**config.mk**
```make
export PLATFORM = sky130hd
export DESIGN_NAME = step_motion_sequencer
export DESIGN_NICKNAME = d
export VERILOG_FILES = /design/src/rtl/step_motion_pkg.sv /design/src/rtl/step_pulse_timer.sv /design/src/rtl/step_motion_sequencer.sv
export SDC_FILE = /design/constraint.sdc
export NUM_CORES = 1
export LEC_CHECK = 0
export CORE_ASPECT_RATIO = 0.75
export CORE_MARGIN = 8
export CORE_UTILIZATION = 45
export DETAILED_ROUTE_END_ITERATION = 10
export SLEW_MARGIN = 0
export SYNTH_ARGS = -nofsm -noshare
export SYNTH_HDL_FRONTEND = slang
export SYNTH_SLANG_ARGS = --single-unit
```
**constraint.sdc**
```tcl
create_clock -name clk -period 27.2 [get_ports clk]
set_input_delay 5.44 -clock clk [delete_from_list [all_inputs] [get_ports clk]]
set_output_delay 5.44 -clock clk [all_outputs]
set_load 0.01 [all_outputs]
```
**src/rtl/step_motion_pkg.sv**
```systemverilog
// Shared types and default timing for the step motion sequencer.
package step_motion_pkg;

  typedef enum logic [2:0] {
    IDLE,
    ACCEL,
    CRUISE,
    DECEL,
    HOLD,
    RELEASE
  } state_t;

  localparam int unsigned DEF_PERIOD_W     = 16;
  localparam int unsigned DEF_STEPS_W      = 16;
  localparam int unsigned DEF_START_PERIOD = 100;
  localparam int unsigned DEF_MIN_PERIOD   = 20;
  localparam int unsigned DEF_ACCEL_DEC    = 20;
  localparam int unsigned DEF_PULSE_W      = 4;
  localparam int unsigned DEF_HOLD_CYCLES  = 1000;

  localparam logic DIR_CW     = 1'b1;
  localparam logic DIR_CCW    = 1'b0;
  localparam logic STEP_FULL  = 1'b1;
  localparam logic STEP_HALF  = 1'b0;

endpackage

```
**src/rtl/step_pulse_timer.sv**
```systemverilog
// One-shot step pulse generator: on load, raises step_pulse for 'width'
// cycles and strobes gap_elapsed exactly 'gap' cycles after the rising edge.
module step_pulse_timer #(
  parameter int unsigned PERIOD_W = step_motion_pkg::DEF_PERIOD_W
) (
  input  logic                clk,
  input  logic                rst,
  input  logic                load,
  input  logic [PERIOD_W-1:0] gap,
  input  logic [PERIOD_W-1:0] width,
  output logic                step_pulse,
  output logic                gap_elapsed
);

  logic [PERIOD_W-1:0] gap_cnt;
  logic [PERIOD_W-1:0] width_cnt;
  logic                running;

  // Strobe is valid in the cycle before the edge that ends the gap, so a
  // reload on that edge places the next rising edge exactly 'gap' apart.
  assign gap_elapsed = running && (gap_cnt == '0);

  // Pulse high-time and gap countdown.
  always_ff @(posedge clk or negedge rst) begin
    if (!rst) begin
      step_pulse <= 1'b0;
      gap_cnt    <= '0;
      width_cnt  <= '0;
      running    <= 1'b0;
    end else if (load) begin
      step_pulse <= 1'b1;
      width_cnt  <= width - 1'b1;
      gap_cnt    <= gap - 1'b1;
      running    <= 1'b1;
    end else begin
      if (width_cnt != '0) begin
        width_cnt <= width_cnt - 1'b1;
      end else begin
        step_pulse <= 1'b0;
      end
      if (running) begin
        if (gap_cnt == '0) begin
          running <= 1'b0;
        end else begin
          gap_cnt <= gap_cnt - 1'b1;
        end
      end
    end
  end

endmodule

```
**src/rtl/step_motion_sequencer.sv**
```systemverilog
// Trapezoidal step sequencer: turns queued move commands into step_pulse,
// direction, step_size and zero_state for the stepper phase driver.
module step_motion_sequencer
  import step_motion_pkg::*;
#(
  parameter int unsigned PERIOD_W     = DEF_PERIOD_W,
  parameter int unsigned STEPS_W      = DEF_STEPS_W,
  parameter int unsigned START_PERIOD = DEF_START_PERIOD,
  parameter int unsigned MIN_PERIOD   = DEF_MIN_PERIOD,
  parameter int unsigned ACCEL_DEC    = DEF_ACCEL_DEC,
  parameter int unsigned PULSE_W      = DEF_PULSE_W,
  parameter int unsigned HOLD_CYCLES  = DEF_HOLD_CYCLES
) (
  input  logic               clk,
  input  logic               rst,
  input  logic               cmd_valid,
  output logic               cmd_ready,
  input  logic [STEPS_W-1:0] cmd_steps,
  input  logic               cmd_dir,
  input  logic               cmd_full,
  input  logic               abort,
  output logic               step_pulse,
  output logic               direction,
  output logic               step_size,
  output logic               zero_state,
  output logic               busy,
  output logic               done,
  output logic [STEPS_W-1:0] pulses_left
);

  localparam int unsigned HOLD_W = (HOLD_CYCLES > 2) ? $clog2(HOLD_CYCLES) : 1;
  localparam logic [PERIOD_W-1:0] START_P   = PERIOD_W'(START_PERIOD);
  localparam logic [PERIOD_W-1:0] MIN_P     = PERIOD_W'(MIN_PERIOD);
  localparam logic [PERIOD_W-1:0] STEP_P    = PERIOD_W'(ACCEL_DEC);
  localparam logic [PERIOD_W-1:0] PULSE_P   = PERIOD_W'(PULSE_W);
  localparam logic [HOLD_W-1:0]   HOLD_LAST = HOLD_W'(HOLD_CYCLES - 1);

  state_t              state;
  state_t              next_state;
  logic [PERIOD_W-1:0] period;
  logic [PERIOD_W-1:0] next_period;
  logic [STEPS_W-1:0]  ramp;
  logic [STEPS_W-1:0]  next_ramp;
  logic [HOLD_W-1:0]   hold_cnt;
  logic                launch;

  logic                accept;
  logic                moving;
  logic                abort_ok;
  logic [STEPS_W:0]    dbl_steps;
  logic [STEPS_W-1:0]  n_total;
  logic [STEPS_W:0]    ramp_p1;
  logic [STEPS_W-1:0]  eff_left;
  logic [STEPS_W-1:0]  rem;
  logic                emit;
  logic                finish;
  logic                rel_fire;
  logic                load;
  logic [PERIOD_W-1:0] load_gap;
  logic                gap_elapsed;
  logic [PERIOD_W:0]   period_up;

  assign cmd_ready = (state == IDLE) || (state == HOLD);
  assign moving    = (state == ACCEL) || (state == CRUISE) || (state == DECEL);
  assign busy      = moving;
  assign accept    = cmd_valid && cmd_ready;

  // Full-step moves need two driver pulses per step; saturate on overflow.
  assign dbl_steps = {cmd_steps, 1'b0};
  assign n_total   = !cmd_full ? cmd_steps
                   : (dbl_steps[STEPS_W] ? '1 : dbl_steps[STEPS_W-1:0]);

  // A stop trims the remaining count to ramp+1 so the next pulse sees
  // rem == ramp and the existing deceleration path unwinds the ramp.
  // Never extends a move that is already closer to its end.
  assign abort_ok = abort && ((state == ACCEL) || (state == CRUISE));
  assign ramp_p1  = {1'b0, ramp} + 1'b1;
  assign eff_left = (abort_ok && ({1'b0, pulses_left} > ramp_p1))
                  ? ramp_p1[STEPS_W-1:0] : pulses_left;

  assign emit     = moving && (launch || gap_elapsed) && (eff_left != '0);
  assign finish   = moving && gap_elapsed && (pulses_left == '0);
  assign rem      = eff_left - 1'b1;
  assign rel_fire = (state == RELEASE) && launch;
  assign load     = emit || rel_fire;
  // The last pulse and the release pulse only need their high time timed.
  assign load_gap = (rel_fire || (rem == '0)) ? PULSE_P : period;

  assign period_up = {1'b0, period} + {1'b0, STEP_P};

  // Profile update for the pulse being emitted, keyed on pulses remaining.
  always_comb begin
    next_state  = state;
    next_period = period;
    next_ramp   = ramp;
    if (rem == '0) begin
      next_state = state;
    end else if (rem <= ramp) begin
      next_state  = DECEL;
      next_period = (period_up >= {1'b0, START_P}) ? START_P : period_up[PERIOD_W-1:0];
      next_ramp   = (ramp == '0) ? ramp : ramp - 1'b1;
    end else if (period > MIN_P) begin
      next_state  = ACCEL;
      next_period = ((period - MIN_P) <= STEP_P) ? MIN_P : period - STEP_P;
      next_ramp   = (ramp == '1) ? ramp : ramp + 1'b1;
    end else begin
      next_state = CRUISE;
    end
  end

  // Sequencer FSM: command accept, per-pulse profile, hold and release.
  always_ff @(posedge clk or negedge rst) begin
    if (!rst) begin
      state       <= IDLE;
      period      <= START_P;
      ramp        <= '0;
      pulses_left <= '0;
      hold_cnt    <= '0;
      launch      <= 1'b0;
      direction   <= DIR_CCW;
      step_size   <= STEP_HALF;
      zero_state  <= 1'b1;
      done        <= 1'b0;
    end else begin
      done   <= (state == HOLD) && launch;
      launch <= 1'b0;
      if (accept) begin
        direction   <= cmd_dir ? DIR_CW : DIR_CCW;
        step_size   <= cmd_full ? STEP_FULL : STEP_HALF;
        zero_state  <= 1'b0;
        period      <= START_P;
        ramp        <= '0;
        pulses_left <= n_total;
        hold_cnt    <= '0;
        launch      <= 1'b1;
        state       <= (n_total == '0) ? HOLD : ACCEL;
      end else begin
        case (state)
          ACCEL, CRUISE, DECEL: begin
            if (finish) begin
              done     <= 1'b1;
              hold_cnt <= '0;
              state    <= HOLD;
            end else if (emit) begin
              pulses_left <= rem;
              period      <= next_period;
              ramp        <= next_ramp;
              state       <= next_state;
            end else begin
              pulses_left <= eff_left;
            end
          end
          HOLD: begin
            if (hold_cnt == HOLD_LAST) begin
              zero_state <= 1'b1;
              launch     <= 1'b1;
              hold_cnt   <= '0;
              state      <= RELEASE;
            end else begin
              hold_cnt <= hold_cnt + 1'b1;
            end
          end
          RELEASE: begin
            if (!launch && gap_elapsed) begin
              state <= IDLE;
            end
          end
          default: state <= state;
        endcase
      end
    end
  end

  step_pulse_timer #(
    .PERIOD_W (PERIOD_W)
  ) u_timer (
    .clk         (clk),
    .rst         (rst),
    .load        (load),
    .gap         (load_gap),
    .width       (PULSE_P),
    .step_pulse  (step_pulse),
    .gap_elapsed (gap_elapsed)
  );

endmodule

```
# [Yosys cells after proc, flatten, opt, wreduce, memory -nomap -nowiden]
# Cells that the tools add are included.
[totals] elab_cells=151 ram_bits=0 memories=0 reg_bits=100 latchBits=0 input_bits=22 romBits=0 output_inout_bits=23
[classes] n_bitwise=0 order_cmp=5 muxes=61 shift=0 div=0 n_mul=0 add_sub_neg=10 eq_ne=18 n_reduce_logical=43
[op_table] operator="two-way mux 16 bit" n=31
[op_table] operator="zero test 16 bit" n=5
[op_table] operator="subtractor 16 x 1 -> 16 bit, second input constant" n=5
[op_table] operator="nonzero test 16 bit" n=2
[op_table] operator="two-way mux 10 bit" n=3
[op_table] operator="two-way mux 3 bit" n=7
[op_table] operator="one-hot mux 10 bit (2 select lines)" n=1
[op_table] operator="adder 16 x 1 -> 17 bit, second input constant" n=1
[op_table] operator="adder 16 x 5 -> 17 bit, second input constant" n=1
[op_table] operator="greater-or-equal comparator 17 x 7 -> 1 bit, second input constant" n=1
[op_table] operator="greater-than comparator 16 x 17 -> 1 bit" n=1
[op_table] operator="adder 16 x 1 -> 16 bit, second input constant" n=1
[op_table] operator="equality test 16 bit, second input constant" n=1
[op_table] operator="greater-than comparator 16 x 5 -> 1 bit, second input constant" n=1
[op_table] operator="less-or-equal comparator 16 bit" n=1
[op_table] operator="less-or-equal comparator 16 x 5 -> 1 bit, second input constant" n=1
[op_table] operator="two-way mux 1 bit" n=16
[op_table] operator="subtractor 16 x 5 -> 16 bit, second input constant" n=1
[op_table] operator="nonzero test 2 bit" n=6
[op_table] operator="logical AND 1 bit" n=11
[op_table] operator="adder 10 x 1 -> 10 bit, second input constant" n=1
[op_table] operator="equality test 10 bit, second input constant" n=1
[op_table] operator="AND reduction 5 bit" n=2
[op_table] operator="inequality test 3 bit, second input constant" n=3
[op_table] operator="other kinds (16)" n=33

# [Logic depth before layout (Yosys ltp)]
# Gate-level depths: netlist of run 1.
[logic_depth] ltp_word=13 ltp_mapped=47 mapped_depth_nobuf=41

# [Cells and area by module]
# A second synthesis of run 1 with hierarchy kept.
[hier_totals] cells_unflattened=1263 area_unflattened_um2=10239.8
[modules_own_cells] mod="step_motion_sequencer" seq_area_each_um2=1606.5 area_each_um2=7739.9 n_inst=1 cells_each=988
[modules_own_cells] mod="step_pulse_timer" seq_area_each_um2=850.8 area_each_um2=2499.9 n_inst=1 cells_each=275

# [Least setup slack after synthesis of run 1]
# OpenSTA, ideal clock, no wires.
[synth_timing] path_kind="input to register" start="in abort" end="reg ramp[15]" n_path_buf=5 t_required_ps=27121 path_slack_ps=14968 cell_stages=36 t_arrival_ps=12153 setup_time_ps=79 path_cell_list="nand3b_1 > a211oi_1 > o21a_1 > clkbuf_1 > clkbuf_1 > clkbuf_1 > nand2_1 > o21ai_0 > inv_1 > ha_1 > clkbuf_1 > a31oi_1 > a2111oi_4 > xor2_1 > mux2i_1 > ha_1 > a21o_1 > a21oi_1 > o21ai_0 > a21oi_1 > a31oi_1 > clkbuf_1 > inv_1 > ha_1 > a21o_1 > a21o_1 > a21o_1 > a221o_1 > nand4_1 > a31oi_1 > a31o_2 > a21oi_1 > nor2b_1 > o21a_1 > o21ai_0 > mux2i_1"
[synth_via] elab_chain_cells=11 word_cells_on_any_way=20 classes_between="add/sub: 1; order compare: 1; eq/ne: 3; mux: 7; reduce/logical: 8"
[synth_rtl] element="start: declaration" line_no="step_motion_sequencer.sv:21" source="input logic abort,"
[synth_rtl] element="logical AND 1 bit *" line_no="step_motion_sequencer.sv:76" source="assign abort_ok = abort && ((state == ACCEL) || (state == CRUISE));"
[synth_rtl] element="logical AND 1 bit *" line_no="step_motion_sequencer.sv:78" source="assign eff_left = (abort_ok && ({1'b0, pulses_left} > ramp_p1))"
[synth_rtl] element="two-way mux 16 bit *" line_no="step_motion_sequencer.sv:79" source="? ramp_p1[STEPS_W-1:0] : pulses_left;"
[synth_rtl] element="subtractor 16 x 1 -> 16 bit" line_no="step_motion_sequencer.sv:83" source="assign rem = eff_left - 1'b1;"
[synth_rtl] element="less-or-equal comparator 16 bit" line_no="step_motion_sequencer.sv:98" source="end else if (rem <= ramp) begin"
[synth_rtl] element="two-way mux 16 bit" line_no="step_motion_sequencer.sv:98"
[synth_rtl] element="two-way mux 16 bit" line_no="step_motion_sequencer.sv:96" source="if (rem == '0) begin"
[synth_rtl] element="two-way mux 16 bit" line_no="step_motion_sequencer.sv:144" source="end else if (emit) begin"
[synth_rtl] element="two-way mux 16 bit" line_no="step_motion_sequencer.sv:140" source="if (finish) begin"
[synth_rtl] element="two-way mux 16 bit" line_no="step_motion_sequencer.sv:138" source="case (state)"
[synth_rtl] element="two-way mux 16 bit" line_no="step_motion_sequencer.sv:127" source="if (accept) begin"
[synth_rtl] element="end signal: assignment" line_no="step_motion_sequencer.sv:147" source="ramp <= next_ramp;"
[synth_rtl] element="end: declaration" line_no="step_motion_sequencer.sv:42" source="logic [STEPS_W-1:0] ramp;"
# Every way passes the cells marked *; elsewhere a longest branch is shown, timed or not. The select of a mux whose other input is x is not followed.
# A chain may end at the register's enable or synchronous reset.

# [Worst setup path after layout of run 1]
# Ends and elaborated chain as after synthesis.

==> impl_results.md, run 1 <==
* Status: completed
* Routed len/inst at 18.8 um
* CP Max Fanout at 19
* Post-CTS sizing at 0
* CTS tree: built
* Port bufs at 44
* CP endpoint kind: register
* Core Box Area at 20200 um^2
* Psw at 797 uW
* First-pass GRT wire length at 44.3 mm
* Synth top area share at 25.6%
* Layout cells sized above 1 at 6.11%
* Post-Route Setup TNS at 0 ns
* Hold slack final at 0.482 ns
* Slew @ Worst Pin at 0.940 ns
* Max_cap viols at 0
* Clock power share at 9.0%
* Synth area leader: dfrtp_1
* Drt initial violations at 817
* Die Area at 25300 um^2
* First-pass DRT Iterations at 5
* Max-slew violations at 0
* Worst setup path category: primary input to register
* Mapped Cells at 1178
* R2R Setup Slk at 17.07 ns
* Clk sinks at 98
* H-tree Lvls at 3
* Fin nets at 1258
* Initial Util at 45.7%
* Period utilisation layout at 46.9%
* Num rows at 45
* CP peak stage delay at 0.51 ns
* Slew headroom at 37.2%
* I/O pin count at 45
* Die Span X at 181 um
* CP most frequent cell: a21o_1
* Ys flop type: dfrtp_1
* Antenna diodes at 0
* CP delay by family, top: compound AO/OA/AOI/OAI gates
* CTS clock-pin slew for the worst setup and hold paths at 0.08 ns
* Max Clock Freq at 78.3 MHz
* Synthesized area at 9200 um^2
* Max VDD drop at 0.0996 mV
* Final ANT Viol Nets at 0
* Critical Path AT at 13.04 ns
* Hpwl dp at 20.3 mm
* Switching part of the total at 52.6%
* Clk buf depth at 2
* Number of global-route vias before repair at 7993
* Post-CTS Hold Buffers at 0
* Leak at 0.00398 uW
* FF+latch count, synth at 98
* WL final at 26.9 mm
* Hold Violations, Final at 0
* Syn Nets at 1263
* Largest cells by area after synthesis: dfrtp_1 26%, ha_1 8.4%, xnor2_1 5.7%, nand2_1 5.6%, nor2_1 5.1%
* Clock root buffer: clkbuf_16
* Clk_lat worst skew at 0.36 ns
* Seq pwr share at 21.6%
* CP required at 27.48 ns
* Syn_area_per_cell at 7.81 um^2
* Gate power share at 69.4%
* Routability-driven placement congestion ratio at 0.907
* Async SR Flop Fraction at 100%
* Largest net degree at the start of global routing at 52
* Final setup fails at 0
* Residual DRC at 0
* Unrepaired setup endpoints after global routing: no
* CP bufs+invs at 4
* Skew final at 0.00989 ns
* Yosys cell types at 89
* Final min period at 12.76 ns
* Hold Path Class: register to register
* Die extent in y at 140 um
* Congestion Overflow GR at 0
* CTS buffer count at 9
* GRT Total Usage at 21.2%
* Setup Fix Bufs, Post-CTS at 0
* Worst path slowest cell: clkdlybuf4s50_1
* CP startpoint kind: primary input
* Vias at 8804
* Area delta synth->final at 9.31%
* Synth warn at 0
* Pwr dens at 151 nW/um^2
* Vias/cell at 6.13
* Register area share after synthesis at 26.7%
* Internal power at 717 uW
* EDFF count, synth at 0
* Initial antenna violation count at 0
-- logic make-up after synthesis --
logic type	after synthesis	share of synthesized area, %
buf+inv	110	4.85
mux	15	1.74
simple gates	473	25.4
xor+xnor	92	8.76
compound gates	327	23.9
fa+ha+maj	63	8.65
flops	98	26.7
-- worst min-delay path, delay by kind of cell, from the launching register on --
family,cells,cell delay (ns)
and+or+nand+nor,2,0.10
DFF,1,0.35
-- registers in the layout (all words and copies together) (netlist names) --
name / cells
launch: 1
direction: 1
state: 3
zero_state: 1
u_timer.width_cnt: 16
period: 14
u_timer.running: 1
done: 1
pulses_left: 16
step_size: 1
u_timer.step_pulse: 1
u_timer.gap_cnt: 16
ramp: 16
hold_cnt: 10
-- power groups by stage --
stage | clock, uW | sequential (uW) | combinational, uW
finish | 136 | 327 | 1050
global route | 146 | 341 | 1180
CTS | 141 | 324 | 1040
detailed placement | 0 | 326 | 1040
global placement | 0 | 325 | 1030
floorplan | 0 | 268 | 826
-- Yosys cell counts, types with 5 or more instances --
master and number:
ha_1 62, or4_1 9, nand3b_1 6, nor4_1 25
o21ai_0 75, o211ai_1 14, mux2i_1 10, o22ai_1 16
o31ai_1 19, o21ai_1 7, clkbuf_1 50, xor2_1 32
and2_1 10, xnor2_1 60, inv_1 41, nand2b_1 8
dfrtp_1 94, nand4_1 24, nand2_1 137, a211oi_1 13
a31oi_1 13, or2_2 8, nand3_1 34, nor2_1 126
buf_2 9, o221ai_1 16, a21oi_1 72, nor3_1 38
or3_1 14, buf_1 5, a21o_1 19, and3_1 9
-- through the flow --
step / total power (uW) / std cells / cell area, um^2 / worst slack, ns / util, %
2_1_floorplan: 1090 / 1178 / 9200 / 14.97 / -
3_3_place_gp: 1360 / 1420 / 9750 / 14.34 / 48.4
3_5_place_dp: 1360 / 1420 / 9750 / 14.11 / 48.4
4_1_cts: 1510 / 1436 / 10100 / 14.47 / 49.9
5_1_grt: 1660 / 1436 / 10100 / 13.89 / 49.9
6_report: 1510 / 1436 / 10100 / 14.44 / 49.9
-- area by class of cell --
type	instances	area (um^2)
Clock inverter	7	86.3
Timing Repair Buffer	53	505
Sequential cell	98	2460
Inverter	41	154
Clock buffer	9	225
Multi-Input combinational cell	970	6310
Fill cell	1971	10100
Tap cell	258	323
-- cell usage in the layout, fill, tap and decap left out, types with 16 or more instances in the layout --
| cell type | instances |
|---|---|
| a21oi_1 | 72 |
| nand3_1 | 34 |
| o21ai_0 | 75 |
| a21o_1 | 19 |
| o22ai_1 | 16 |
| nand4_1 | 24 |
| xnor2_1 | 60 |
| nor2_1 | 126 |
| dfrtp_1 | 94 |
| o221ai_1 | 16 |
| nand2_1 | 137 |
| nor3_1 | 37 |
| clkdlybuf4s50_1 | 43 |
| inv_1 | 41 |
| ha_1 | 62 |
| xor2_1 | 32 |
| nor4_1 | 25 |
| o31ai_1 | 18 |
-- per-layer routing --
metal	vias to the layer above	part of all wire [%]	GRT usage, %
li1	4316	-	-
met1	4167	52	33.7
met2	304	39	28.8
met3	17	7.9	3.95
met4	0	0.86	3.92
met5	-	0	0
-- path summary, 6_finish.rpt --
| kind | cells past startpoint | startpoint | to |
|---|---|---|---|
| setup reg to reg | 40 | ramp[0] | ramp[15] |
| hold / removal | 2 | step_size | step_size |
| min in group asynchronous | 1 | rst | pulses_left[8] |
| max in group asynchronous | 2 | rst | hold_cnt[8] |
| hold reg to reg | 2 | step_size | step_size |
| setup / recovery | 34 | abort | ramp[15] |
Note: power is estimated with default switching activity, not from simulation.
==> run 2: changes to the inputs <==
==> constraint.sdc (replaced) <==
create_clock -name clk -period 11 [get_ports clk]
set_input_delay 2.2 -clock clk [delete_from_list [all_inputs] [get_ports clk]]
set_output_delay 2.2 -clock clk [all_outputs]
set_load 0.01 [all_outputs]
==> impl_results.md, run 2 (synthesis gave the netlist of run 1 again) <==
* Status: completed
* CP endpoint kind: register
* CP Max Fanout at 19
* Number of global-route vias before repair at 7956
* Clk sinks at 98
* Routed len/inst at 18.9 um
* CP peak stage delay at 0.62 ns
* Vias/cell at 6.09
* CP required at 11.28 ns
* Clk buf depth at 2
* Hold Path Class: register to register
* FF-to-FF End: ramp[15]
* Layout cells sized above 1 at 6.19%
* Worst path slowest cell: dfrtp_1
* Num rows at 45
* Clock power share at 9.0%
* Skew final at 0.0116 ns
* Worst setup path category: register to register
* CTS tree: built
* Post-CTS Hold Buffers at 0
* Post-Route Setup TNS at 0 ns
* Congestion Overflow GR at 0
* Switching part of the total at 52.8%
* Fin nets at 1259
* Clk_lat worst skew at 0.36 ns
* Crit path to: ramp[15]
* Worst reg2reg startpoint: ramp[0]
* CTS buffer count at 9
* Hold Violations, Final at 0
* Setup crit start: ramp[0]
* Final min period at 9.92 ns
* Clock root buffer: clkbuf_16
* Hold slack final at 0.473 ns
* Hpwl dp at 20.3 mm
* Vias at 8757
* H-tree Lvls at 3
* Seq pwr share at 21.5%
* Initial antenna violation count at 0
* Gate power share at 69.5%
* Pwr dens at 374 nW/um^2
* Internal power at 1770 uW
* CP most frequent cell: ha_1
* R2R Setup Slk at 1.08 ns
* Psw at 1990 uW
* Reg2Reg Depth at 42
* Initial Util at 45.7%
* Max_cap viols at 0
* First-pass GRT wire length at 44.2 mm
* Leak at 0.00399 uW
* Final ANT Viol Nets at 0
* First-pass DRT Iterations at 5
* CTS clock-pin slew for the worst setup and hold paths at 0.07 ns
* Post-CTS sizing at 0
* Max VDD drop at 0.234 mV
* Slew @ Worst Pin at 0.952 ns
* Residual DRC at 0
* Antenna diodes at 0
* WL final at 27.1 mm
* Max Clock Freq at 101 MHz
* Die Area at 25300 um^2
* Port bufs at 44
* Unrepaired setup endpoints after global routing: no
* Critical Path AT at 10.20 ns
* Max-slew violations at 0
* I/O pin count at 45
* GRT Total Usage at 21.4%
* Setup Fix Bufs, Post-CTS at 0
* Die extent in y at 140 um
* Area delta synth->final at 9.40%
* Cells on Worst Hold Path at 2
* Routability-driven placement congestion ratio at 0.944
* Leading cell type in the layout, fill and taps excluded: nand2_1
* Period utilisation layout at 90.2%
* Final setup fails at 0
* Core Box Area at 20200 um^2
* Slew headroom at 36.4%
* Die Span X at 181 um
* Largest net degree at the start of global routing at 67
* CP startpoint kind: register
* Most frequent cells in the layout: 137 x nand2_1, 126 x nor2_1, 94 x dfrtp_1, 75 x o21ai_0, 72 x a21oi_1
* Drt initial violations at 793
-- run 2: power by group through the flow --
stage | combinational [uW] | clock (uW) | sequential [uW]
2_1_floorplan | 2040 | 0 | 664
3_3_place_gp | 2550 | 0 | 806
3_5_place_dp | 2570 | 0 | 805
4_1_cts | 2580 | 350 | 799
5_1_grt | 2920 | 363 | 841
6_report | 2610 | 340 | 808
-- run 2: final cells by class --
class / instances / area [um^2]
inverter: 41 / 154
clock inverter: 7 / 86.3
multi-input combinational: 970 / 6310
fill: 1958 / 10100
tap: 258 / 323
timing repair buffer: 54 / 513
sequential: 98 / 2460
clock buffer: 9 / 225
-- run 2: through the flow --
stage                     util [%]  power, uW  worst slack [ns]  instances  area [um^2]
after floorplan                  -       2710              2.01       1178         9200
after global placement        48.4       3360              1.55       1421         9760
after detailed placement      48.4       3370              1.22       1421         9760
after CTS                     49.9       3730              1.29       1437        10100
after global routing          49.9       4120             0.378       1437        10100
final                         49.9       3760              1.08       1437        10100
-- run 2: layer usage --
metal | wire length, um | up-vias | GRT usage, %
met5 | 0 | - | 0
met4 | 237 | 0 | 3.92
met3 | 2180 | 18 | 4.86
met2 | 10700 | 309 | 29.5
met1 | 14000 | 4106 | 32.9
li1 | - | 4324 | -
-- run 2: worst min path at each step --
stage	start	endpoint	slack, ns
after global placement	direction	direction	0.46
after floorplan	hold_cnt[2]	hold_cnt[2]	0.47
after CTS	u_timer.step_pulse	u_timer.step_pulse	0.48
after detailed placement	u_timer.step_pulse	u_timer.step_pulse	0.46
after global routing	u_timer.step_pulse	u_timer.step_pulse	0.50
final	u_timer.step_pulse	u_timer.step_pulse	0.47
-- run 2: worst max-delay path: cells and delay by family, from the launching register on --
| kind | cells | cell delay (ns) |
|---|---|---|
| adders and majority gates | 5 | 1.78 |
| and+or+nand+nor | 10 | 1.76 |
| DFF | 1 | 0.62 |
| xor gates and xnor gates | 2 | 0.68 |
| AOI/OAI and AO/OA | 20 | 3.79 |
| muxes | 1 | 0.21 |
| buffers and inverters | 4 | 0.96 |
